### config.mk
export PLATFORM = sky130hd
export DESIGN_NAME = ahb_sram_trafgen
export DESIGN_NICKNAME = d
export VERILOG_FILES = /design/src/rtl/ahb_sram_trafgen.sv
export SDC_FILE = /design/constraint.sdc
export NUM_CORES = 1
export LEC_CHECK = 0
export CAP_MARGIN = 10
export CORE_ASPECT_RATIO = 0.75
export CORE_MARGIN = 2
export CORE_UTILIZATION = 57
export CTS_CLUSTER_SIZE = 20
export DETAILED_ROUTE_END_ITERATION = 8
export PLACE_DENSITY = 0.87
export SLEW_MARGIN = 20
export SYNTH_ARGS = -nofsm -noshare
export SYNTH_HDL_FRONTEND = slang
export SYNTH_SLANG_ARGS = --single-unit
### constraint.sdc
create_clock -name hclk -period 13.8 [get_ports hclk]
set_input_delay 2.07 -clock hclk [delete_from_list [all_inputs] [get_ports hclk]]
set_output_delay 2.07 -clock hclk [all_outputs]
set_load 0.05 [all_outputs]
### src/rtl/ahb_sram_trafgen.sv
// AHB-lite master traffic generator: writes a pattern over a word window, reads it back,
// compares, and reports pass/fail, error count, first failing address and watchdog timeout.
module ahb_sram_trafgen #(
    parameter int unsigned       ADDR_W    = 32,
    parameter int unsigned       DATA_W    = 32,
    parameter logic [ADDR_W-1:0] BASE_ADDR = '0,
    parameter int unsigned       LEN_W     = 16,
    parameter int unsigned       CNT_W     = 8,
    parameter logic [63:0]       SEED      = 64'hA5A5_5A5A,
    parameter int unsigned       TIMEOUT   = 64
) (
    input  logic              hclk,
    input  logic              hreset,
    input  logic              start,
    input  logic [LEN_W-1:0]  len,
    input  logic [1:0]        mode,
    output logic              hsel,
    output logic              hwrite,
    output logic [1:0]        htrans,
    output logic [2:0]        hsize,
    output logic [ADDR_W-1:0] haddr,
    output logic [DATA_W-1:0] hwdata,
    output logic              hready,
    input  logic              hready_resp,
    input  logic [1:0]        hresp,
    input  logic [DATA_W-1:0] hrdata,
    output logic              busy,
    output logic              done,
    output logic              pass,
    output logic              timeout,
    output logic [CNT_W-1:0]  err_cnt,
    output logic [ADDR_W-1:0] fail_addr
);

    localparam int unsigned       BYTES    = DATA_W / 8;
    localparam int unsigned       WD_W     = $clog2(TIMEOUT + 1);
    localparam logic [ADDR_W-1:0] STEP     = ADDR_W'(BYTES);
    localparam logic [WD_W-1:0]   WD_LAST  = WD_W'(TIMEOUT - 1);
    localparam logic [DATA_W-1:0] SEED_D   = SEED[DATA_W-1:0];
    localparam logic [DATA_W-1:0] ALT_EVEN = {BYTES{8'h55}};
    localparam logic [DATA_W-1:0] ALT_ODD  = {BYTES{8'hAA}};
    localparam logic [2:0]        HSIZE    = (DATA_W == 64) ? 3'd3 :
                                             (DATA_W == 32) ? 3'd2 :
                                             (DATA_W == 16) ? 3'd1 : 3'd0;
    localparam logic [1:0]        RESP_ERR = 2'b01;

    typedef enum logic [2:0] {StIdle, StWa, StWd, StRa, StRd, StFin} state_e;

    state_e             state_q, state_d;
    logic [LEN_W-1:0]   idx_q, idx_d;
    logic [LEN_W-1:0]   len_q, len_d;
    logic [1:0]         mode_q, mode_d;
    logic [ADDR_W-1:0]  addr_q, addr_d;
    logic [DATA_W-1:0]  wdata_q, wdata_d;
    logic [CNT_W-1:0]   err_q, err_d;
    logic [ADDR_W-1:0]  fail_q, fail_d;
    logic               tmo_q, tmo_d;
    logic               pass_q, pass_d;
    logic [WD_W-1:0]    wdog_q, wdog_d;

    logic [DATA_W-1:0]  addr_ext;
    logic [DATA_W-1:0]  patt;
    logic               beat_err;
    logic               last_beat;
    logic               pass_now;

    // Address-based patterns use the low DATA_W bits of the byte address.
    if (DATA_W > ADDR_W) begin : g_addr_zext
        assign addr_ext = {{(DATA_W - ADDR_W){1'b0}}, addr_q};
    end else begin : g_addr_trunc
        assign addr_ext = addr_q[DATA_W-1:0];
    end

    always_comb begin
        patt = addr_ext;
        unique case (mode_q)
            2'd0: patt = addr_ext;
            2'd1: patt = ~addr_ext;
            2'd2: patt = addr_ext ^ SEED_D;
            2'd3: patt = idx_q[0] ? ALT_ODD : ALT_EVEN;
            default: patt = addr_ext;
        endcase
    end

    assign last_beat = (idx_q == len_q - LEN_W'(1));
    assign pass_now  = (err_q == '0) && !tmo_q;

    always_comb begin
        state_d  = state_q;
        idx_d    = idx_q;
        len_d    = len_q;
        mode_d   = mode_q;
        addr_d   = addr_q;
        wdata_d  = wdata_q;
        err_d    = err_q;
        fail_d   = fail_q;
        tmo_d    = tmo_q;
        pass_d   = pass_q;
        wdog_d   = wdog_q;
        beat_err = 1'b0;

        unique case (state_q)
            StIdle: begin
                if (start) begin
                    len_d   = len;
                    mode_d  = mode;
                    idx_d   = '0;
                    addr_d  = BASE_ADDR;
                    err_d   = '0;
                    fail_d  = '0;
                    tmo_d   = 1'b0;
                    pass_d  = 1'b0;
                    state_d = (len != '0) ? StWa : StFin;
                end
            end
            StWa: begin
                wdata_d = patt;
                wdog_d  = '0;
                state_d = StWd;
            end
            StRa: begin
                wdog_d  = '0;
                state_d = StRd;
            end
            StWd, StRd: begin
                if (hready_resp) begin
                    // A read beat with both ERROR and bad data still counts once.
                    beat_err = (hresp == RESP_ERR) || ((state_q == StRd) && (hrdata != patt));
                    if (last_beat) begin
                        idx_d   = '0;
                        addr_d  = BASE_ADDR;
                        state_d = (state_q == StWd) ? StRa : StFin;
                    end else begin
                        idx_d   = idx_q + LEN_W'(1);
                        addr_d  = addr_q + STEP;
                        state_d = (state_q == StWd) ? StWa : StRa;
                    end
                end else if (wdog_q == WD_LAST) begin
                    beat_err = 1'b1;
                    tmo_d    = 1'b1;
                    state_d  = StFin;
                end else begin
                    wdog_d = wdog_q + WD_W'(1);
                end
            end
            StFin: begin
                pass_d  = pass_now;
                state_d = StIdle;
            end
            default: state_d = StIdle;
        endcase

        if (beat_err) begin
            if (err_q == '0) begin
                fail_d = addr_q;
            end
            if (err_q != '1) begin
                err_d = err_q + CNT_W'(1);
            end
        end
    end

    always_ff @(posedge hclk or posedge hreset) begin
        if (hreset) begin
            state_q <= StIdle;
            idx_q   <= '0;
            len_q   <= '0;
            mode_q  <= '0;
            addr_q  <= '0;
            wdata_q <= '0;
            err_q   <= '0;
            fail_q  <= '0;
            tmo_q   <= 1'b0;
            pass_q  <= 1'b0;
            wdog_q  <= '0;
        end else begin
            state_q <= state_d;
            idx_q   <= idx_d;
            len_q   <= len_d;
            mode_q  <= mode_d;
            addr_q  <= addr_d;
            wdata_q <= wdata_d;
            err_q   <= err_d;
            fail_q  <= fail_d;
            tmo_q   <= tmo_d;
            pass_q  <= pass_d;
            wdog_q  <= wdog_d;
        end
    end

    assign hsel      = (state_q == StWa) || (state_q == StRa);
    assign hwrite    = (state_q == StWa);
    assign htrans    = hsel ? 2'b10 : 2'b00;
    assign hsize     = HSIZE;
    assign haddr     = addr_q;
    assign hwdata    = wdata_q;
    assign hready    = hready_resp;
    assign busy      = (state_q == StWa) || (state_q == StWd) ||
                       (state_q == StRa) || (state_q == StRd);
    assign done      = (state_q == StFin);
    assign pass      = (state_q == StFin) ? pass_now : pass_q;
    assign timeout   = tmo_q;
    assign err_cnt   = err_q;
    assign fail_addr = fail_q;

endmodule

# ---- Word level (Yosys, flattened, before mapping)
# Cells that the tools add are included.
dict set report word_totals {
  output_inout_bits 116
  wordCells 99
  register_bits 150
}
dict set report classes {
  add_sub_neg 5
  n_reduce_logical 23
  n_eq_ne 19
  mux 39
  n_bitwise 2
}
# cell n
set ops {}
lappend ops {{2-to-1 mux 32 bit} 8}
lappend ops {{case mux 32 bit (4 select lines)} 1}
lappend ops {{case mux 32 bit (2 select lines)} 1}
lappend ops {{2-to-1 mux 16 bit} 3}
lappend ops {{adder 32 x 3 -> 32 bit, second input constant} 1}
lappend ops {{2-to-1 mux 8 bit} 4}
lappend ops {{!= test 32 bit} 1}
lappend ops {{NOT 32 bit} 1}
lappend ops {{case mux 16 bit (2 select lines)} 1}
lappend ops {{2-to-1 mux 3 bit} 6}
lappend ops {{adder 16 x 1 -> 16 bit, second input constant} 1}
lappend ops {{== test 16 bit} 1}
lappend ops {{NOT 16 bit} 1}
lappend ops {{nonzero test 16 bit} 1}
lappend ops {{subtractor 16 x 1 -> 16 bit, second input constant} 1}
lappend ops {{2-to-1 mux 7 bit} 2}
lappend ops {{case mux 7 bit (2 select lines)} 1}
lappend ops {{case mux 3 bit (4 select lines)} 1}
lappend ops {{!= test 2 bit, second input constant} 5}
lappend ops {{adder 8 x 1 -> 8 bit, second input constant} 1}
lappend ops {{zero test 8 bit} 1}
lappend ops {{!= test 8 bit, second input constant} 1}
lappend ops {{adder 7 x 1 -> 7 bit, second input constant} 1}
lappend ops {{== test 7 x 6 -> 1 bit, second input constant} 1}
lappend ops {{19 further kinds} 42}

# ---- Depth between registers and ports, before layout
# Gate-level depths: netlist (run 1).
dict set report logic_depth {
  depth_word 8
  ltp_mapped 15
  ltp_nobuf 15
}

# ---- Worst setup path before layout (run 1)
# OpenSTA, ideal clock, no wires.
dict set report synth_path {
  kind {flip-flop to output port}
  from {reg err_q[0], in the netlist err_cnt[0]}
  to {out pass}
  stages_incl_launch_ff 6
  arrival_ns 2.418
  slack_ns 9.312
  cell_sequence {dfrtp_1 -> inv_1 -> ha_1 -> nor4b_1 -> nand2_1 -> o31ai_1}
}
dict set report synth_via {
  elab_chain_cells 3
}
# element line_no
set synth_rtl {}
lappend synth_rtl {{start: declaration} 55} ;# logic [CNT_W-1:0] err_q, err_d;
lappend synth_rtl {{start signal: assignment} 183} ;# err_q <= err_d;
lappend synth_rtl {{zero test 8 bit} 86} ;# assign pass_now = (err_q == '0) && !tmo_q;
lappend synth_rtl {{logical AND 1 bit} 86}
lappend synth_rtl {{2-to-1 mux 1 bit} 201} ;# assign pass = (state_q == StFin) ? pass_now : pass_q;
lappend synth_rtl {{end: declaration} 29} ;# output logic pass,
# No other way between the ends.

# ---- Final worst setup path (run 1)
dict set report layout_path {
  from {in hready_resp}
  to {out hready}
}
# element line_no
set layout_lines {}
lappend layout_lines {{start: declaration} 24} ;# input logic hready_resp,
lappend layout_lines {{end: declaration} 23} ;# output logic hready,
# No word-level cell between the ends.

==> run metrics, run 1 <==
Critical Path Start Type primary input; Sequential Power Share 29.0%; die width 146.7 um; number of fill cells 1,118; Sw Ratio 48.84%; count of final setup violators 0; final WL 26.87 mm; Nets 1,179; worst reg-to-reg setup slack 9.62 ns; Mapped Area 8702 um^2; first-pass GRT wire length 42.45 mm; max_slew headroom 29.88%; worst clock skew 0.01178 ns; # resized after CTS 0; CTS max path bufs 2; antenna violations before repair 0; # hold bufs at CTS 0; Tot Pwr 2.237 mW; Least-Margin Pin Slew 1.052 ns; GRT Util Overall 33.29%; Clock transition at path regs 0.06 ns; synthesis-stage register bit count 148; Post-DRT Antenna Nets 0; core area 15,080 um^2; fmax 176.0 MHz; clock share of power 21.2%; CP delay by family, top buffers and inverters; Critical path origin hready_resp; unrepaired setup endpoints after global routing false; r2r worst-path depth 9; post-synthesis area per instance 8.685 um^2; TNS Setup 0 ns; Gate power share 49.9%; worst reg2reg startpoint mode_q[1]$_DFFE_PP0P_; critical path class primary input to output port; vias in the first global route 7,727; Yosys warning total 0; Period minus WS final 5.683 ns; top cells by area, synth dfrtp_1, nand2_1, xnor2_1; worst reg2reg endpoint fail_addr[4]$_DFF_PP0_; worst path bufs/invs 2; Power Density 205.5 nW/um^2; Setup Fix Bufs, Post-CTS 0; Synth-to-Final Area Change 25.13%; clk_lat worst skew 0.44 ns; CP endpoint hready; Seq/Total Area, Yosys 42.56%; total number of vias 8,359; Leak 4.622 nW; slowest stage delay, CP 0.87 ns; share of cells above drive strength 1 5.492%; chip height 111.0 um; Worst Hold Class register to register; top cells by count, synth nand2_1, dfrtp_1, nor2_1, o21ai_0, clkbuf_1; total clock sinks 148; global placer's final weighted congestion 1.002; largest net degree at the start of global routing 83; sequential cell area 3704 um^2; CTS Root Cell clkbuf_16; most common cell in the synthesized netlist nand2_1; post-synth top area share 42.56%; CP dominant cell by count clkdlybuf4s50_1; area of the multi-input gates 4487 um^2; Slew Limit Fails 0; Hold Fails Final Rpt 0; grt total ovfl 0; port bufs 165; initial DRC count 1,077; Distinct cells, synth 76; DP Wirelength 18.67 mm; Primary FF master, synth dfrtp_1; CTS tree done; Post-synth EDFFs 0; Critical Path RT 11.73 ns; Synth Instances 1,002; number of remaining DRC errors 0; Net Sw Power 1.093 mW; VDD IR-drop max 0.1021 mV; Num CTS Buffers 17; fin crit share 41.18%; vias per cell 6.266; io pins 172; worst-path maximum fanout 9; WL/cell 20.14 um; status completed; die area 16,280 um^2; number of diodes 0; drt first pass iters 7; area leader, netlist dfrtp_1; Initial Util 57.71%; H-tree depth 4; Arr. time, crit path 3.61 ns; Std-Cell Rows 39; crit path max-delay cell type clkdlybuf4s50_1; Worst path depth 2; P_int 1.145 mW; Async S/R FF share, synth 100.0%; critical path endpoint category output port; MaxCap Viol Count 0; critical-path cell list clkdlybuf4s50_1 > clkdlybuf4s50_1
-- routing by layer --
metal,up-vias,track usage (%),part of all wire [%]
li1,3761,-,-
met1,4060,49.77,43
met2,498,47.36,44
met3,40,9.630,11
met4,0,8.932,1.6
met5,-,0,0
-- sequential cells by signal (all words and copies together) (netlist names) --
register	count
hwdata	32
wdog_q	7
len_q	16
timeout	1
err_cnt	8
fail_addr	32
state_q	3
pass_q	1
idx_q	16
haddr	30
mode_q	2
-- through the flow --
stage               cell area (um^2)  setup slack [ns]  util, %  std cells  hold WS, ns
detailed placement             10280             8.126    68.18       1302       0.4568
CTS                            10890             8.109    72.19       1334       0.4709
floorplan                       8717             7.750        -       1006       0.4652
finish                         10890             8.117    72.22       1334       0.4671
global route                   10890             8.087    72.22       1334       0.4948
global placement               10280             8.196    68.18       1302       0.4518
-- kinds of logic after synthesis --
group / synth area share, %
AOI/OAI and AO/OA: 18.96
xor gates and xnor gates: 8.052
adders and majority gates: 1.006
buffers and inverters: 6.140
DFF: 42.56
muxes: 0.8627
other: 0.08630
and+or+nand+nor: 22.33
-- power by group through the flow --
stage | Combinational, mW | Sequential, mW | Clock (mW)
after floorplan | 0.679 | 0.779 | 0
after global placement | 1.07 | 0.648 | 0
after detailed placement | 1.09 | 0.651 | 0
after CTS | 1.10 | 0.645 | 0.476
after global routing | 1.20 | 0.662 | 0.499
final | 1.12 | 0.648 | 0.474
-- final cells by class --
type                    instances  share of cell area (%)
clock buffers                  17                   3.907
repair buffers                172                   15.68
flip-flops and latches        148                   34.01
multi-input cells             744                   41.20
well taps                     205                   2.356
inverters                      33                   1.184
clock inverters                15                   1.655
-- worst min-delay path by stage --
stage	start	depth (start not counted)	endpoint
6_report	hwdata[9]$_DFFE_PP0P_	2	hwdata[9]$_DFFE_PP0P_
5_1_grt	hwdata[4]$_DFFE_PP0P_	2	hwdata[4]$_DFFE_PP0P_
4_1_cts	hwdata[9]$_DFFE_PP0P_	2	hwdata[9]$_DFFE_PP0P_
3_5_place_dp	hwdata[9]$_DFFE_PP0P_	2	hwdata[9]$_DFFE_PP0P_
3_3_place_gp	hwdata[21]$_DFFE_PP0P_	2	hwdata[21]$_DFFE_PP0P_
2_1_floorplan	len_q[15]$_DFFE_PP0P_	2	len_q[15]$_DFFE_PP0P_
-- cells in the final DEF (no fill, tap or decap), types with 12 or more instances in the layout --
cell type and instances:
a21oi_1 44, a32o_1 31, and3_1 16, clkbuf_16 17, clkdlybuf4s50_1 165, dfrtp_1 148
inv_1 32, nand2_1 166, nand3_1 30, nand4_1 12, nor2_1 83, nor2b_1 14
nor3_1 28, nor4_1 12, o2111ai_1 13, o21ai_0 52, xnor2_1 44, xor2_1 36
No activity file was read; power rests on OpenSTA's default activity.
==> run 2, diff against run 1 <==
CORE_UTILIZATION = 48   (was 57)
PLACE_DENSITY = 0.78   (was 0.87)
clock period = 5 ns   (was 13.8 ns; I/O delays follow)
==> run metrics, run 2 (same netlist as run 1, synthesis figures left out) <==
Sw Ratio 48.54% (-0.31 points); WL/cell 19.21 um (-4.6%); most frequent cells in the layout nand2_1, clkdlybuf4s50_1, dfrtp_1, nor2_1, o21ai_0; Power Density 561.8 nW/um^2 (+170%); critical path class register to register; drt first pass iters 5 (-2); fin crit share 77.91%; Slew Limit Fails 0 (unchanged); clk_lat worst skew 0.44 ns (about the same); Std-Cell Rows 42 (+7.7%); number of diodes 0 (unchanged); total number of vias 8,065 (-3.5%); total clock sinks 148 (unchanged); # hold bufs at CTS 0 (unchanged); worst clock skew 0.01230 ns (+0.0005159 ns); clock share of power 21.1% (about the same); Net Sw Power 2.988 mW (+170%); GRT Util Overall 27.88% (-5.4 points); Gate power share 49.3% (-0.6 points); max_slew headroom 30.61% (+0.72 points); io pins 172 (unchanged); Post-DRT Antenna Nets 0 (unchanged); count of final setup violators 0 (unchanged); Period minus WS final 3.895 ns; number of remaining DRC errors 0 (unchanged); status completed; VDD IR-drop max 0.2851 mV (+180%); vias in the first global route 7,539 (-2.4%); Critical Path Start Type register; Tot Pwr 6.157 mW (+180%); global placer's final weighted congestion 0.9664 (-3.5%); final hold slack 0.4752 ns (+0.008105 ns); grt total ovfl 0 (unchanged); critical path endpoint category register; core area 17,710 um^2 (+17%); Clock transition at path regs 0.07 ns (about the same); chip height 120.6 um (+8.6%); vias per cell 5.865 (-6.4%); CTS Root Cell clkbuf_16; P_int 3.168 mW (+180%); Synth-to-Final Area Change 25.94%; antenna violations before repair 0 (unchanged); unrepaired setup endpoints after global routing false; Worst Hold Class register to register; initial DRC count 963 (-11%); Arr. time, crit path 4.27 ns (+0.66 ns); CTS max path bufs 2 (unchanged); Critical Path RT 5.37 ns (-6.36 ns); TNS Setup 0 ns (unchanged); most common cell after layout, fill and taps aside nand2_1; share of cells above drive strength 1 5.825% (+0.33 points); # resized after CTS 0 (unchanged); Post-Layout Cell Count 1,375 (+3.1%); Sequential Power Share 29.6% (+0.6 points); worst-path maximum fanout 30 (+21); Hold Fails Final Rpt 0 (unchanged); fmax 256.7 MHz; Least-Margin Pin Slew 1.041 ns (-0.01086 ns); largest net degree at the start of global routing 84 (+1.2%); port bufs 165 (unchanged); final WL 26.41 mm (-1.7%); Initial Util 49.14% (-8.6 points); Nets 1,183 (+0.34%); CTS tree done; Leak 4.639 nW (+0.36%); MaxCap Viol Count 0 (unchanged); H-tree depth 4 (unchanged); Cells after DPL 1,343 (+3.1%); DP Wirelength 19.15 mm (+2.6%); die area 19,230 um^2 (+18%); Setup Fix Bufs, Post-CTS 0 (unchanged); first-pass GRT wire length 41.84 mm (-1.4%); Num CTS Buffers 17 (unchanged); die width 159.5 um (+8.7%)
## run 2: metal layers
metal	track usage (%)	routed length, um	vias up
li1	-	-	3772
met1	43.65	12730	3894
met2	37.85	10670	358
met3	7.410	2642	41
met4	6.477	369	0
met5	0	0	-
## run 2: worst paths after layout
kind | start | slack [ns] | to | cells past startpoint
worst max register to register | mode_q[0]$_DFFE_PP0P_ | 1.10 | fail_addr[6]$_DFF_PP0_ | 10
worst max-delay path | mode_q[0]$_DFFE_PP0P_ | 1.10 | fail_addr[6]$_DFF_PP0_ | 10
worst min register to register | hwdata[4]$_DFFE_PP0P_ | 0.48 | hwdata[4]$_DFFE_PP0P_ | 2
max in group asynchronous | hreset | 3.21 | haddr[23]$_DFFE_PP0P_ | 3
min in group asynchronous | hreset | 0.84 | wdog_q[5]$_DFFE_PP0P_ | 2
worst min-delay path | hwdata[4]$_DFFE_PP0P_ | 0.48 | hwdata[4]$_DFFE_PP0P_ | 2
## run 2: area by class of cell
cell class / instances / area (um^2)
flip-flops and latches: 148 / 3704
multi-input cells: 744 / 4487
inverters: 33 / 128.9
repair buffers: 176 / 1734
well taps: 242 / 302.8
clock buffers: 17 / 425.4
clock inverters: 15 / 177.7
fillers: 1502 / 6750
## run 2: power by group through the flow
stage / registers (mW) / logic, mW / clock network, mW
after CTS: 1.81 / 3.02 / 1.31
after detailed placement: 1.83 / 3.00 / 0
after global placement: 1.83 / 2.96 / 0
after global routing: 1.87 / 3.29 / 1.37
final: 1.82 / 3.03 / 1.30
after floorplan: 2.15 / 1.87 / 0
## run 2: metrics by stage
stage                     instance area (um^2)  utilization (%)  worst slack, ns
after global routing                     10960            61.88           0.7927
after detailed placement                 10360            58.48            1.244
after CTS                                10960            61.88            1.215
after floorplan                           8717                -           0.2703
after global placement                   10360            58.48            1.401
final                                    10960            61.88            1.105
## run 2: critical path, cell delays in order, from the launching register on
cell	delay (ns)
dfrtp_1	0.66
buf_4	0.30
xor2_1	0.76
a211oi_1	0.24
xnor2_1	0.24
o2111ai_1	0.13
nor4_1	0.45
and3_1	0.36
or3_1	0.14
buf_4	0.30
a32o_1	0.22
==> run 3, diff against run 2 <==
CORE_UTILIZATION = 53   (was 48)
PLACE_DENSITY = 0.82   (was 0.78)
clock period = 4 ns   (was 5 ns; I/O delays follow)
==> run metrics, run 3 (same netlist as run 1, synthesis figures left out) <==
status completed; initial DRC count 880 (-8.6%); fin crit share 89.44% (+12 points); most frequent cells in the layout nand2_1, clkdlybuf4s50_1, dfrtp_1, nor2_1, o21ai_0; largest net degree at the start of global routing 149 (+77%); GRT Util Overall 31.82% (+3.9 points); worst hold path depth 2 (unchanged); vias per cell 6.136 (+4.6%); slowest stage delay, CP 0.80 ns (+0.04 ns); Post-DRT Antenna Nets 0 (unchanged); Slew Limit Fails 0 (unchanged); Clock transition at path regs 0.07 ns (about the same); Power Density 713.9 nW/um^2 (+27%); clk_lat worst skew 0.43 ns (about the same); number of fill cells 1,272 (-15%); vias in the first global route 7,734 (+2.6%); CTS Root Cell clkbuf_16; hold worst-path end hwdata[5]$_DFFE_PP0P_; Std-Cell Rows 40 (-4.8%); global placer's final weighted congestion 1.018 (+5.3%); Setup Fix Bufs, Post-CTS 0 (unchanged); most common cell after layout, fill and taps aside nand2_1; max_slew headroom 29.98% (-0.62 points); total number of vias 8,326 (+3.2%); worst reg2reg endpoint fail_addr[5]$_DFF_PP0_; DP Wirelength 19.55 mm (+2.1%); chip height 115.0 um (-4.7%); CP delay by family, top simple AND/OR/NAND/NOR gates; critical-path cell list nand3b_1 > o2111ai_1 > o221ai_1 > a211o_1 > nor4_1 > and3_1 > nor3_2 > buf_4 > a32o_1; Leak 4.736 nW (+2.1%); final cell utilization of the core 68.97% (+7.1 points); # hold bufs at CTS 0 (unchanged); worst clock skew 0.01099 ns (-0.001313 ns); count of final setup violators 0 (unchanged); die width 152.0 um (-4.7%); drt first pass iters 5 (unchanged); worst path bufs/invs 1 (-1); unrepaired setup endpoints after global routing false; VDD IR-drop max 0.3771 mV (+32%); worst reg2reg startpoint mode_q[0]$_DFFE_PP0P_; total clock sinks 148 (unchanged); CTS max path bufs 2 (unchanged); r2r worst-path depth 9 (-1); Synth-to-Final Area Change 27.33%; # resized after CTS 0 (unchanged); WL/cell 20.29 um (+5.6%); die area 17,470 um^2 (-9.2%); share of cells above drive strength 1 7.062% (+1.2 points); Min-Delay Startpoint hwdata[5]$_DFFE_PP0P_; Worst Hold Class register to register; Num CTS Buffers 17 (unchanged); Critical Path Start Type register; MaxCap Viol Count 0 (unchanged); Least-Margin Pin Slew 1.050 ns (+0.009325 ns); H-tree depth 4 (unchanged); Tot Pwr 7.910 mW (+28%); CTS tree done; final WL 27.53 mm (+4.3%); fmax 279.5 MHz (+8.9%); number of diodes 0 (unchanged); Hold Fails Final Rpt 0 (unchanged); antenna violations before repair 0 (unchanged); crit path max-delay cell type dfrtp_1; core area 16,070 um^2 (-9.3%); Nets 1,197 (+1.2%); Period minus WS final 3.577 ns (-0.3178 ns); worst reg-to-reg setup slack 0.42 ns (-0.68 ns); worst-path maximum fanout 32 (+6.7%); critical path endpoint category register; port bufs 165 (unchanged); io pins 172 (unchanged); Critical Path RT 4.31 ns (-1.06 ns); critical path class register to register; number of remaining DRC errors 0 (unchanged); Arr. time, crit path 3.89 ns (-0.38 ns); first-pass GRT wire length 43.50 mm (+4.0%); Initial Util 54.17% (+5.0 points); grt total ovfl 0 (unchanged); TNS Setup 0 ns (unchanged)
-- run 3: area by class of cell --
type | instances | area, um^2 | area share, %
Multi-Input combinational cell | 744 | 4487 | 40.49
Clock buffer | 17 | 425.4 | 3.839
Timing Repair Buffer | 190 | 1874 | 16.92
Clock inverter | 15 | 200.2 | 1.807
Tap cell | 210 | 262.8 | 2.371
Inverter | 33 | 127.6 | 1.152
Sequential cell | 148 | 3704 | 33.42
-- run 3: per-stage QoR --
step	worst slack (ns)	cells	area, um^2	hold WS (ns)
4_1_cts	0.5068	1357	11080	0.4792
3_3_place_gp	0.4708	1325	10460	0.4518
5_1_grt	0.2275	1357	11080	0.4990
3_5_place_dp	0.4904	1325	10460	0.4635
2_1_floorplan	0.9616	1006	8721	0.4652
6_report	0.4226	1357	11080	0.4753
-- run 3: how the worst max path moves through the flow --
stage,endpoint,cells past startpoint,from,slack [ns]
after floorplan,state_q[2]$_DFFE_PP0P_,15,len_q[0]$_DFFE_PP0P_,0.96
after global placement,fail_addr[18]$_DFF_PP0_,10,hrdata[21],0.47
after detailed placement,fail_addr[26]$_DFF_PP0_,10,hrdata[15],0.49
after CTS,fail_addr[5]$_DFF_PP0_,9,mode_q[0]$_DFFE_PP0P_,0.51
after global routing,err_cnt[3]$_DFF_PP0_,8,mode_q[0]$_DFFE_PP0P_,0.23
final,fail_addr[5]$_DFF_PP0_,9,mode_q[0]$_DFFE_PP0P_,0.42
-- run 3: worst reg2reg max path, stage by stage (launching register included) --
cell and delay, ns:
dfrtp_1 0.80, nand3b_1 0.46, o2111ai_1 0.32, o221ai_1 0.17, a211o_1 0.25, nor4_1 0.51
and3_1 0.33, nor3_2 0.06, buf_4 0.27, a32o_1 0.27
-- run 3: per-layer routing --
layer	track usage, %	up-vias	wire length (um)
met5	0	-	0
met4	7.352	0	444
met3	7.727	44	2832
met2	44.80	478	11330
met1	49.43	4006	12930
li1	-	3798	-
-- run 3: report_power, final --
part	total [mW]	leakage [nW]	internal [mW]	switching (mW)
combinational	3.96	2.44	1.38	2.58
sequential	2.26	1.99	1.82	0.439
clock	1.70	0.307	0.915	0.781
total	7.91	4.74	4.11	3.80
